### src/rtl/serial_arith_pkg.sv
// Shared definitions for the bit-serial arithmetic blocks: the default
// operand width and the sequencer state encoding.
package serial_arith_pkg;

    // Default operand/result width in bits (legal range 2..32).
    localparam int WIDTH_DEFAULT = 8;

    // Sequencer states. The encoding is fixed so that the debug state
    // output can be decoded by external checkers without this package.
    typedef enum logic [1:0] {
        IDLE = 2'd0,
        RUN  = 2'd1,
        DONE = 2'd2
    } state_t;

endpackage

### src/rtl/full_subtractor_1bit.sv
// One-bit full subtractor: d = a - b - bin, with borrow out.
// Purely combinational; the borrow flop lives in the serial datapath.
module full_subtractor_1bit (
    input  logic a,
    input  logic b,
    input  logic bin,
    output logic d,
    output logic bout
);

    // Difference bit and borrow out for a single bit position
    assign d    = a ^ b ^ bin;
    assign bout = (~a & b) | (~(a ^ b) & bin);

endmodule

### src/rtl/serial_subtractor.sv
// Bit-serial subtractor: computes a - b (mod 2^WIDTH) one bit per clock,
// LSB first, and reports the final borrow.
//
// Handshake: start is sampled only in IDLE. An accepted start latches a/b
// and busy is high for exactly WIDTH cycles while bits are processed; done
// then pulses for one cycle with diff/borrow already updated, and the block
// returns to IDLE on the following edge. start seen in RUN or DONE is
// ignored. A continuously held start therefore yields one result every
// WIDTH+2 cycles. diff/borrow only change at a completion (or reset).
//
// Optional feature: define SERIAL_SUBTRACTOR_OVF_EN to add the ovf output
// (signed two's-complement overflow of the subtraction).
module serial_subtractor
    import serial_arith_pkg::*;
#(
    parameter int WIDTH = WIDTH_DEFAULT
) (
    input  logic             clk,
    input  logic             rst,
    input  logic             start,
    input  logic [WIDTH-1:0] a,
    input  logic [WIDTH-1:0] b,
    output logic             busy,
    output logic             done,
    output logic [WIDTH-1:0] diff,
    output logic             borrow,
    output state_t           dbg_state
`ifdef SERIAL_SUBTRACTOR_OVF_EN
    ,
    output logic             ovf
`endif
);

    // Bit counter only needs to reach WIDTH-1.
    localparam int            CW       = (WIDTH > 2) ? $clog2(WIDTH) : 1;
    localparam logic [CW-1:0] CNT_LAST = CW'(WIDTH - 1);

    state_t           state;
    state_t           state_nxt;

    logic [WIDTH-1:0] a_sr;
    logic [WIDTH-1:0] b_sr;
    // Holds the WIDTH-1 result bits produced so far; the last bit goes
    // straight from the full subtractor into diff at completion.
    logic [WIDTH-2:0] res_sr;
    logic [WIDTH-1:0] res_nxt;
    logic             bin_q;
    logic [CW-1:0]    cnt;

    logic             accept;
    logic             last_bit;
    logic             d_bit;
    logic             bout_bit;

    assign accept   = (state == IDLE) && start;
    assign last_bit = (state == RUN) && (cnt == CNT_LAST);
    assign res_nxt  = {d_bit, res_sr};

    assign dbg_state = state;

    full_subtractor_1bit u_fs (
        .a    (a_sr[0]),
        .b    (b_sr[0]),
        .bin  (bin_q),
        .d    (d_bit),
        .bout (bout_bit)
    );

    // State register with asynchronous reset
    always_ff @(posedge clk or posedge rst) begin
        if (rst) begin
            state <= IDLE;
        end else begin
            state <= state_nxt;
        end
    end

    // Next-state logic: IDLE -> RUN on start, RUN -> DONE after the last bit,
    // DONE always returns to IDLE
    always_comb begin
        state_nxt = state;
        case (state)
            IDLE:    if (start) state_nxt = RUN;
            RUN:     if (last_bit) state_nxt = DONE;
            DONE:    state_nxt = IDLE;
            default: state_nxt = IDLE;
        endcase
    end

    // Status outputs decoded from the current state
    always_comb begin
        busy = 1'b0;
        done = 1'b0;
        case (state)
            RUN:     busy = 1'b1;
            DONE:    done = 1'b1;
            default: begin
                busy = 1'b0;
                done = 1'b0;
            end
        endcase
    end

    // Serial datapath: load operands on accept, then shift one bit per cycle
    always_ff @(posedge clk or posedge rst) begin
        if (rst) begin
            a_sr   <= '0;
            b_sr   <= '0;
            res_sr <= '0;
            bin_q  <= 1'b0;
            cnt    <= '0;
        end else if (accept) begin
            a_sr   <= a;
            b_sr   <= b;
            res_sr <= '0;
            bin_q  <= 1'b0;
            cnt    <= '0;
        end else if (state == RUN) begin
            a_sr   <= {1'b0, a_sr[WIDTH-1:1]};
            b_sr   <= {1'b0, b_sr[WIDTH-1:1]};
            res_sr <= res_nxt[WIDTH-1:1];
            bin_q  <= bout_bit;
            cnt    <= cnt + 1'b1;
        end
    end

    // Result registers: updated only on the final bit so a partial result
    // never becomes visible
    always_ff @(posedge clk or posedge rst) begin
        if (rst) begin
            diff   <= '0;
            borrow <= 1'b0;
        end else if (last_bit) begin
            diff   <= res_nxt;
            borrow <= bout_bit;
        end
    end

`ifdef SERIAL_SUBTRACTOR_OVF_EN
    // Operand sign bits are shifted out during RUN, so keep copies
    logic a_msb;
    logic b_msb;

    // Capture operand signs on accept and compute overflow at completion
    always_ff @(posedge clk or posedge rst) begin
        if (rst) begin
            a_msb <= 1'b0;
            b_msb <= 1'b0;
            ovf   <= 1'b0;
        end else if (accept) begin
            a_msb <= a[WIDTH-1];
            b_msb <= b[WIDTH-1];
        end else if (last_bit) begin
            ovf   <= (a_msb != b_msb) && (d_bit != a_msb);
        end
    end
`endif

endmodule

### config.mk
export PLATFORM = sky130hd
export DESIGN_NAME = serial_subtractor
export DESIGN_NICKNAME = d
export VERILOG_FILES = /design/src/rtl/serial_arith_pkg.sv /design/src/rtl/full_subtractor_1bit.sv /design/src/rtl/serial_subtractor.sv
export SDC_FILE = /design/constraint.sdc
export NUM_CORES = 1
export LEC_CHECK = 0
export ABC_AREA = 1
export BUFFER_PORTS_ARGS = -buffer_cell sky130_fd_sc_hd__clkbuf_2
export CELL_PAD_IN_SITES_DETAIL_PLACEMENT = 1
export CELL_PAD_IN_SITES_GLOBAL_PLACEMENT = 1
export CORE_ASPECT_RATIO = 1.5
export CORE_MARGIN = 5
export CORE_UTILIZATION = 30
export DETAILED_ROUTE_END_ITERATION = 8
export PLACE_DENSITY = 0.71
export SLEW_MARGIN = 0
export SYNTH_ARGS = -nofsm -noshare
export SYNTH_HDL_FRONTEND = slang
export SYNTH_SLANG_ARGS = --single-unit
### constraint.sdc
create_clock -name clk -period 2 [get_ports clk]
set_input_delay 0 -clock clk [delete_from_list [all_inputs] [get_ports clk]]
set_output_delay 0 -clock clk [all_outputs]
set_load 0.01 [all_outputs]
Yosys cells after proc, flatten, opt, wreduce, memory -nomap -nowiden

Index checks and enable logic that the tools add are counted.

Input bits: 19
Bits in registers: 38
Logic and storage cells: 41
Output and inout port bits: 13

Equality and inequality tests: 5
Reductions and logical operators: 5
Multiplexer cells: 15
$add $sub $neg: 1
Bitwise operators: 7

Operator list:

| operator                                                        | number |
|---|---|
| 8-bit 2-to-1 mux                                                | 4 |
| 7-bit 2-to-1 mux                                                | 2 |
| 3-bit 2-to-1 mux                                                | 2 |
| 1-bit 2-to-1 mux                                                | 4 |
| 2-bit 2-to-1 mux                                                | 2 |
| 2-bit != test, second input constant                            | 2 |
| 2-bit one-hot mux with 2 select lines                           | 1 |
| 3-bit by 1-bit adder with 3-bit output, second input constant   | 1 |
| 3-bit == test, second input constant                            | 1 |
| 1-bit bitwise AND                                               | 2 |
| 2-bit by 1-bit == test with 1-bit output, second input constant | 1 |
| 2-bit == test, second input constant                            | 1 |
| 1-bit logical AND                                               | 2 |
| 2-bit zero test                                                 | 1 |
| 1-bit NOT                                                       | 2 |
| 2-bit AND reduction                                             | 1 |
| 2-bit nonzero test                                              | 1 |
| 1-bit bitwise XOR                                               | 2 |
| 1-bit OR                                                        | 1 |

Longest topological paths before layout

Gate-level depths: netlist (run 1).

Depth after elaboration: 6
Mapped depth: 6
Mapped depth without buffers: 6

Modules after synthesis

Synthesis (run 1) repeated with hierarchy kept, for this count alone.

Cells, all modules: 189
Area total of the unflattened synthesis: 1685.4 sq um

Modules (own cells, without submodules):

| module               | cells each | times used | area an instance (sq um) | sequential area each (sq um) |
|---|---|---|---|---|
| serial_subtractor    | 185        | 1          | 1654.1                   | 950.9 |
| full_subtractor_1bit | 4          | 1          | 31.3                     | 0.0 |

Worst setup path after synthesis (run 1)

OpenSTA, ideal clock, no wires.

Path kind: reg2reg
From: register cnt[0]
To: register borrow
Data required time: 1935 ps
Arrival time: 1085 ps
Period minus slack after synthesis: 1150 ps
Buffers on the path: 0
Setup time: 65 ps
Stages on the path, launching flop included: 7
Slack: 850 ps
Cells stage by stage: dfrtp_1 ha_1 ha_1 inv_1 nor2_2 nand2_1 nand2_1

Cells in the longest elaborated chain, start to end: 2

Ends and longest elaborated chain:

| item                     | RTL line                 | text |
|---|---|---|
| start: declaration       | serial_subtractor.sv:48  | `logic [CW-1:0] cnt;` |
| start signal: assignment | serial_subtractor.sv:123 | `cnt <= cnt + 1'b1;` |
| 3-bit == test            | serial_subtractor.sv:56  | `assign last_bit = (state == RUN) && (cnt == CNT_LAST);` |
| 1-bit logical AND        | serial_subtractor.sv:56  |  |
| end signal: assignment   | serial_subtractor.sv:135 | `borrow <= bout_bit;` |
| end: declaration         | serial_subtractor.sv:26  | `output logic borrow,` |

Every way passes these cells.
A chain may end at the register's enable or synchronous reset.

Final worst setup path (run 1)

From: register state[0] (netlist: dbg_state[0])
To: output port busy

Cells in the longest elaborated chain, start to end: 2

Ends and longest elaborated chain:

| item                                     | RTL line                | text |
|---|---|---|
| start: declaration                       | serial_subtractor.sv:38 | `state_t state;` |
| start signal: assignment                 | serial_subtractor.sv:74 | `state <= state_nxt;` |
| 2-bit by 1-bit == test with 1-bit output | serial_subtractor.sv:94 | `case (state)` |
| 1-bit 2-to-1 mux                         | serial_subtractor.sv:94 |  |
| end: declaration                         | serial_subtractor.sv:23 | `output logic busy,` |

Every way passes these cells.

==> results.md, run 1 <==
* Run status: complete, no violations
* P_sw at 1086 µW
* Vias in the first global route at 1,544
* CTS H-tree lvls at 2
* Core Util, Final at 39.05%
* FF-to-FF setup slack at 0.64 ns
* Drt drc at 0
* Synth Area per Inst at 8.892 µm²
* Post-route clock period utilization at 72.74%
* Post-Syn Area at 1672 µm²
* Initial Utilization at 30.67%
* Die height at 101.4 µm
* CP endpoint: busy
* Initial antenna violation count at 0
* Relative slew slack at 67.70%
* Synth-to-layout area growth at 27.32%
* Sequential area share after synthesis at 56.89%
* Internal at 1778 µW
* Critical path depth in cells at 4
* Sink Count at 38
* Syn Nets at 210
* Synth cell types at 17
* Wire per inst at 12.63 µm
* CTS hold repair buffers at 16
* RSZ-0062 raised after global routing: false
* Critical path class: reg -> out
* Final setup violation count at 0
* Die area at 7196 µm²
* Final Hold Viols at 0
* Worst-case clock buffer depth at 2
* Path type of the worst min-delay path: in -> reg
* CTS clock-pin slew for the worst setup and hold paths at 0.07 ns
* Clock skew at 0.007654 ns
* Critical Path Source: dbg_state[0]
* # resized after CTS at 0
* CP Data Required Time at 2.00 ns
* Nets at 260
* GRT overflow at 0
* Combinational cell fraction of total power at 37.1%
* Max-cap check violation count at 0
* Critical path startpoint category: flop
* Chip width at 70.95 µm
* Rows at 33
* Root Driver: clkbuf_8
* Layout cells sized above 1 at 20.68%
* Synthesized instance count at 188
* WP buf/inv at 3
* Post-CTS setup buffers at 0
* Vias at 1,431
* Largest net degree at the start of global routing at 39
* Vias/cell at 4.661
* Num CTS Buffers at 5
* Slew Limit Fails at 0
* Final min period at 1.455 ns
* Core Footprint at 5450 µm²
* R2r endpoint: diff[7]
* Reg2reg start: dbg_state[0]
* Pwr Density at 1346 nW/µm²
* Routability Congestion at 0.7385
* Sw Ratio at 37.92%
* Worst vdd ir at 0.4531 mV
* Crit-path leading delay family: flip-flops
* Initial DRC Count at 40
* Fmax at 687.4 MHz
* Commonest non-fill, non-tap cell in the layout: nand2_1
* CTS tree: yes
* First-pass GRT wire length at 6.755 mm
* Critical Path Slowest Stage Cell: dfrtp_1
* Buffers on Ports at 31
* Clock Latency Late Sink at 0.28 ns
* Worst R2R Path Depth at 4
* Commonest cells after routing, fill and taps aside: nand2_1 (65), nand3_1 (55), dfrtp_1 (38), clkbuf_2 (31), dlygate4sd3_1 (16)
* Sequential power share at 45.1%
* GRT Total Usage at 11.90%
* Crit-path max cell delay at 0.50 ns
* Static leakage at 0.001112 µW
* Crit path arrival time at 1.45 ns
* Synth warn at 0
* I/O pin count at 32
* Clk pwr share at 17.9%
* Crit. End Element: output pin
* Critical Path, Cell by Cell: inv_2, nor2_4, buf_4, clkbuf_2
* Flops & latches, synth at 38
* Crit path max fanout at 10
* Diodes inserted at 0
* TritonRoute pass-1 iters at 4
* Tightest Pin Transition at 0.4846 ns
* Routed Antenna Nets at 0
* Final wirelength at 3.876 mm
* DP HPWL at 2.687 mm
* Setup TNS at 0 ns
-- layer usage --
metal | up-vias | wire length (µm) | global-route usage, %
met5 | - | 0 | 0
met4 | 0 | 79 | 5.355
met3 | 5 | 160 | 2.681
met2 | 25 | 1986 | 22.09
met1 | 695 | 1649 | 12.69
li1 | 706 | - | -
-- through the flow --
stage | worst slack [ns] | cell area, µm² | total power (µW) | hold WS (ns) | cells
6_report | 0.5452 | 2128 | 2864 | 0.01761 | 307
3_5_place_dp | 0.6153 | 1886 | 2371 | 0.1302 | 285
5_1_grt | 0.4414 | 2128 | 3118 | 0.02437 | 307
2_1_floorplan | 0.8499 | 1672 | 2045 | 0.1096 | 188
3_3_place_gp | 0.6092 | 1886 | 2339 | 0.1250 | 285
4_1_cts | 0.5160 | 2128 | 2931 | 0.01602 | 307
-- power by group through the flow --
stage / clock (µW) / sequential, µW / combinational (µW)
floorplan: 0 / 1310 / 732
global placement: 0 / 1300 / 1040
detailed placement: 0 / 1310 / 1060
CTS: 536 / 1300 / 1100
global route: 555 / 1340 / 1220
finish: 512 / 1290 / 1060
-- Yosys cell counts --
master	instances	share of area, %
nor2_4	1	0.67
dfrtp_1	38	57
o21ai_0	2	0.60
inv_1	5	1.1
nand2_2	2	0.75
inv_2	2	0.45
o21ai_1	1	0.30
nor2_1	3	0.67
ha_1	2	1.5
nor2_2	1	0.37
buf_6	2	1.3
nand2_1	65	15
clkbuf_1	1	0.22
nand3_1	55	16
buf_4	5	2.2
buf_2	2	0.60
fa_1	1	1.2
-- kinds of logic (layout without fill, tap and decap cells) --
kind of cell | after synthesis | after routing | share of synthesized area, %
buf+inv | 17 | 66 | 5.988
fa+ha+maj | 3 | 3 | 2.694
simple gates | 127 | 127 | 33.53
compound gates | 3 | 3 | 0.8979
flops | 38 | 38 | 56.89
-- registers in the layout, indices dropped and copies added, names as in the netlist --
name / cells
a_sr: 8
dbg_state: 2
b_sr: 8
res_sr: 7
cnt: 3
borrow: 1
diff: 8
bin_q: 1
-- worst min path at each step --
stage	start	to	slack, ns	cells past startpoint
3_3_place_gp	rst	borrow	0.12	3
3_5_place_dp	rst	diff[7]	0.13	3
5_1_grt	a[3]	a_sr[3]	0.02	3
2_1_floorplan	a[7]	a_sr[7]	0.11	2
6_report	a[3]	a_sr[3]	0.02	3
4_1_cts	a[3]	a_sr[3]	0.02	3
-- final cells by class --
class | instances | area (µm²)
Fill cell | 685 | 3322
Clock buffer | 6 | 82.58
Timing Repair Buffer | 53 | 360.3
Multi-Input combinational cell | 133 | 620.6
Tap cell | 70 | 87.58
Sequential cell | 38 | 950.9
Inverter | 7 | 26.28
-- worst register-to-register path: cells and delay by family (launching register included) --
kind / cells / cell delay [ns]
flops: 1 / 0.50
simple gates: 4 / 0.80
Power figures use the tool's default switching activity.
==> inputs of run 2 (changes only) <==
--- a/config.mk
+++ b/config.mk
@@ -13,7 +13,7 @@
 export CORE_MARGIN = 5
 export CORE_UTILIZATION = 30
 export DETAILED_ROUTE_END_ITERATION = 8
-export PLACE_DENSITY = 0.71
+export PLACE_DENSITY = 0.73
 export SLEW_MARGIN = 0
 export SYNTH_ARGS = -nofsm -noshare
 export SYNTH_HDL_FRONTEND = slang
==> constraint.sdc (replaced) <==
create_clock -name clk -period 1.3 [get_ports clk]
set_input_delay 0 -clock clk [delete_from_list [all_inputs] [get_ports clk]]
set_output_delay 0 -clock clk [all_outputs]
set_load 0.01 [all_outputs]
==> run 2 against run 1 <==
Global-route usage grew 0.70 points; utilization grew 1.9 points; routed wire length grew 3.5%; via count grew 2.2%; clock power grew 58%; clock skew shrank 0.0056 ns; final area grew 4.8%; combinational power grew 77%; total power grew 63%; critical path depth is the same; setup slack lost 0.45 ns; critical endpoint unchanged; largest power group unchanged; highest routed layer unchanged.
==> results.md, run 2 (synthesized netlist as in run 1, its figures left out) <==
* Run status: complete, no violations
* RSZ-0062 raised after global routing: false
* Worst-case clock buffer depth at 2
* Critical path startpoint category: flop
* Routed Antenna Nets at 0
* Vias at 1,462
* Crit. End Element: output pin
* Synth-to-layout area growth at 33.38%
* FF-to-FF setup slack at 0.10 ns
* TritonRoute pass-1 iters at 4
* Die height at 101.4 µm
* Static leakage at 0.001162 µW
* Worst vdd ir at 0.9059 mV
* Critical path class: reg -> out
* Core Footprint at 5450 µm²
* Die area at 7196 µm²
* Final setup violation count at 0
* DP HPWL at 2.692 mm
* I/O pin count at 32
* Clock skew at 0.002020 ns
* Rows at 33
* Post-route clock period utilization at 92.85%
* Setup ws final at 0.09297 ns
* Root Driver: clkbuf_8
* Design area at 2230 µm²
* Core Util, Final at 40.91%
* Layout cells sized above 1 at 25.20%
* Diodes inserted at 0
* Critical Path, Cell by Cell: inv_2, nor2_4, buf_12, clkbuf_2
* Chip width at 70.95 µm
* Tot Pwr at 4661 µW
* Num CTS Buffers at 5
* Relative slew slack at 67.45%
* Final Hold Viols at 0
* GRT Total Usage at 12.60%
* Crit-path max cell delay at 0.41 ns
* Placement Cell Area at 1928 µm²
* Pwr Density at 2090 nW/µm²
* Routability Congestion at 0.6916
* CP Data Required Time at 1.30 ns
* Largest net degree at the start of global routing at 39
* CTS tree: yes
* Commonest non-fill, non-tap cell in the layout: nand2_1
* Path type of the worst min-delay path: in -> reg
* Buffers on Ports at 31
* Sink Count at 38
* Final min period at 1.207 ns
* CTS H-tree lvls at 2
* Vias/cell at 4.627
* Vias in the first global route at 1,540
* Crit path arrival time at 1.21 ns
* Fmax at 828.5 MHz
* Crit path max fanout at 20
* CTS clock-pin slew for the worst setup and hold paths at 0.07 ns
* Initial Utilization at 30.67%
* Nets at 269
* First-pass GRT wire length at 7.134 mm
* Final wirelength at 4.013 mm
* GRT overflow at 0
* Initial DRC Count at 100
* Tightest Pin Transition at 0.4882 ns
* Largest registers: a_sr: 8 flops, b_sr: 8 flops, diff: 8 flops
* Wire per inst at 12.70 µm
* Drt drc at 0
* Commonest cells after routing, fill and taps aside: nand2_1 (65), nand3_1 (55), dfrtp_1 (36), clkbuf_2 (31), dlygate4sd3_1 (16)
* Clock Latency Late Sink at 0.29 ns
* Place WS at -0.08772 ns
* Slew Limit Fails at 0
* Initial antenna violation count at 0
* Critical Path Slowest Stage Cell: dfrtp_2
* Max-cap check violation count at 0
==> run 2: path summary, 6_finish.rpt <==
kind                                   start            to  cells past startpoint
worst max-delay path            dbg_state[0]          busy                      4
max in group asynchronous                rst  dbg_state[0]                      4
min in group asynchronous                rst       b_sr[0]                      4
worst min register to register       diff[4]       diff[4]                      2
worst min-delay path                    a[3]       a_sr[3]                      3
worst max register to register        cnt[0]  dbg_state[1]                      5
==> run 2: area by class of cell <==
| type | count | area (µm²) |
|---|---|---|
| clock buffers | 6 | 82.58 |
| fillers | 682 | 3221 |
| inverters | 7 | 28.78 |
| multi-input cells | 134 | 644.4 |
| flip-flops and latches | 38 | 953.4 |
| well taps | 70 | 87.58 |
| repair buffers | 61 | 432.9 |
==> run 2: where the power goes <==
group	internal, µW	switching (µW)	leakage (µW)
registers	1680	295	0.000484
clock network	409	400	0.0000431
logic	814	1060	0.000635
total	2900	1760	0.00116
==> run 2: per-layer routing <==
layer / up-vias / global-route usage, % / wire [µm]
li1: 730 / - / -
met1: 705 / 14.31 / 1744
met2: 22 / 22.30 / 2026
met3: 5 / 3.873 / 180
met4: 0 / 4.342 / 61
met5: - / 0 / 0
==> run 2: critical path: cells and delay by family, from the launching register on <==
kind / cells / cell delay (ns)
buffers and inverters: 3 / 0.36
and+or+nand+nor: 1 / 0.15
DFF: 1 / 0.41
==> run 2: through the flow <==
step / TNS (ns) / hold WS, ns / std cells
4_1_cts: 0 / 0.01524 / 311
5_1_grt: 0 / 0.01942 / 316
3_3_place_gp: 0 / 0.1306 / 289
2_1_floorplan: 0 / 0.1096 / 188
3_5_place_dp: -0.6197 / 0.1310 / 289
6_report: 0 / 0.009739 / 316
==> run 2: timing repair <==
action | CTS | global route
gates resized for setup | 2 | 6
gates cloned | 0 | 1
hold endpoints to repair | 53 | 0
hold buffers | 16 | 0
pin swaps | 0 | 2
setup buffers | 0 | 4
setup endpoints to repair | 11 | 10
==> inputs of run 3 (changes only) <==
--- a/config.mk
+++ b/config.mk
@@ -13,7 +13,7 @@
 export CORE_MARGIN = 5
 export CORE_UTILIZATION = 30
 export DETAILED_ROUTE_END_ITERATION = 8
-export PLACE_DENSITY = 0.73
+export PLACE_DENSITY = 0.71
 export SLEW_MARGIN = 0
 export SYNTH_ARGS = -nofsm -noshare
 export SYNTH_HDL_FRONTEND = slang
==> constraint.sdc (replaced) <==
create_clock -name clk -period 1.14 [get_ports clk]
set_input_delay 0 -clock clk [delete_from_list [all_inputs] [get_ports clk]]
set_output_delay 0 -clock clk [all_outputs]
set_load 0.01 [all_outputs]
==> run 3 against run 2 <==
Via count grew 5.4%; utilization grew 4.4 points; cell count grew 4.4%; total power grew 27%; die area is the same; sequential power grew 15%; sequential cell count is the same; largest cell class unchanged; largest power group is now combinational cells; highest routed layer unchanged.
==> results.md, run 3 (synthesized netlist as in run 1, its figures left out) <==
* Run status: complete, no violations
* Worst-case clock buffer depth at 2
* Crit. End Element: flop
* Wire per inst at 14.08 µm
* Slew Limit Fails at 0
* Sink Count at 38
* Routability Congestion at 0.7317
* Crit-path leading delay family: flip-flops
* TritonRoute pass-1 iters at 4
* Final setup violation count at 0
* Final wirelength at 4.647 mm
* Synth-to-layout area growth at 47.75%
* Commonest cells after routing, fill and taps aside: nand2_1 (64), nand3_1 (49), dfrtp_1 (36), clkbuf_2 (30), dlygate4sd3_1 (17)
* Core Footprint at 5450 µm²
* Clock skew at 0.005745 ns
* Critical Path Slowest Stage Cell: dfrtp_1
* Setup TNS at 0 ns
* Post-route clock period utilization at 99.79%
* Static leakage at 0.001261 µW
* Clock Latency Late Sink at 0.28 ns
* Vias at 1,541
* Final min period at 1.138 ns
* Root Driver: clkbuf_8
* GRT overflow at 0
* Crit path max fanout at 5
* CTS tree: yes
* Rows at 33
* Buffers on Ports at 31
* Hold slack at 0.2011 ns
* Vias/cell at 4.670
* Placement Cell Area at 1983 µm²
* Tightest Pin Transition at 0.2127 ns
* CTS H-tree lvls at 2
* Vias in the first global route at 1,611
* Largest net degree at the start of global routing at 39
* Design area at 2470 µm²
* First-pass GRT wire length at 7.569 mm
* Critical path startpoint category: flop
* CTS clock-pin slew for the worst setup and hold paths at 0.07 ns
* Routed Antenna Nets at 0
* DP HPWL at 2.801 mm
* Relative slew slack at 85.82%
* Chip width at 70.95 µm
* Max-cap check violation count at 0
* I/O pin count at 32
* Final Hold Viols at 0
* Largest registers: a_sr: 8 flops, b_sr: 8 flops, diff: 8 flops
* Worst vdd ir at 0.9073 mV
* Crit-path max cell delay at 0.39 ns
* WP buf/inv at 2
* Initial antenna violation count at 0
* Initial DRC Count at 76
* Diodes inserted at 0
* CP Data Required Time at 1.32 ns
* Commonest non-fill, non-tap cell in the layout: nand2_1
* Num CTS Buffers at 5
* Fmax at 879.1 MHz
* Tot Pwr at 5928 µW
* Critical Path, Cell by Cell: ha_2, ha_4, inv_4, nor2_4, buf_4
* RSZ-0062 raised after global routing: true
* Drt drc at 0
* Die area at 7196 µm²
* Path type of the worst min-delay path: in -> reg
* Initial Utilization at 30.67%
* Die height at 101.4 µm
* Crit path arrival time at 1.32 ns
* GRT Total Usage at 13.19%
* Nets at 282
* Pwr Density at 2400 nW/µm²
* Core Util, Final at 45.32%
* Layout cells sized above 1 at 32.69%
* Critical path class: reg -> reg
==> run 3: cell count changes in the layout (fill, tap and decap cells not counted), sizes merged <==
cell         previous run  this run
dlygate4sd3            16        17
clkbuf                 37        38
buf                    14        26
==> run 3: per-layer routing <==
metal	vias up	wire length [µm]	GRT usage, %
met4	0	92	3.907
li1	752	-	-
met2	28	2450	24.16
met3	9	168	2.880
met1	752	1935	15.29
met5	-	0	0
==> run 3: layout make-up <==
class	instances	area [µm²]
repair buffers	74	599.3
flip-flops and latches	38	953.4
inverters	7	31.28
well taps	70	87.58
multi-input cells	134	721.9
clock buffers	7	76.32
fillers	666	2980
==> run 3: worst min-delay path, cell delays in order <==
cell	delay [ns]
clkbuf_2	0.11
nand2_4	0.10
clkbuf_16	0.17
o21ai_1	0.06
==> run 3: power breakdown <==
group / switching [µW] / internal (µW) / leakage [µW]
clock: 448 / 421 / 0.0000383
sequential: 360 / 1920 / 0.000484
combinational: 1450 / 1330 / 0.000738
==> run 3: path summary, 6_finish.rpt <==
path                       startpoint      endpoint  slack [ns]  depth (start not counted)
hold / removal                  start  dbg_state[0]        0.20                          4
max in group asynchronous         rst  dbg_state[1]        0.64                          4
setup reg to reg               cnt[0]  dbg_state[1]       0.002                          5
setup / recovery               cnt[0]  dbg_state[1]       0.002                          5
hold reg to reg               diff[2]       diff[2]        0.48                          2
min in group asynchronous         rst         bin_q        0.29                          4
==> run 3: repair_timing <==
action,CTS,global route
hold buffers,16,1
pin swaps,9,9
endpoints found under the setup margin,28,35
buffers inserted,5,4
cloned,1,2
hold endpoints to repair,53,1
resized for setup,14,24
==> run 3: metrics by stage <==
step                      setup WS, ns  cells
after global routing          -0.09936    330
after floorplan               0.007870    188
final                         0.002430    330
after detailed placement       -0.1045    294
after global placement        -0.02694    294
after CTS                     -0.01872    323
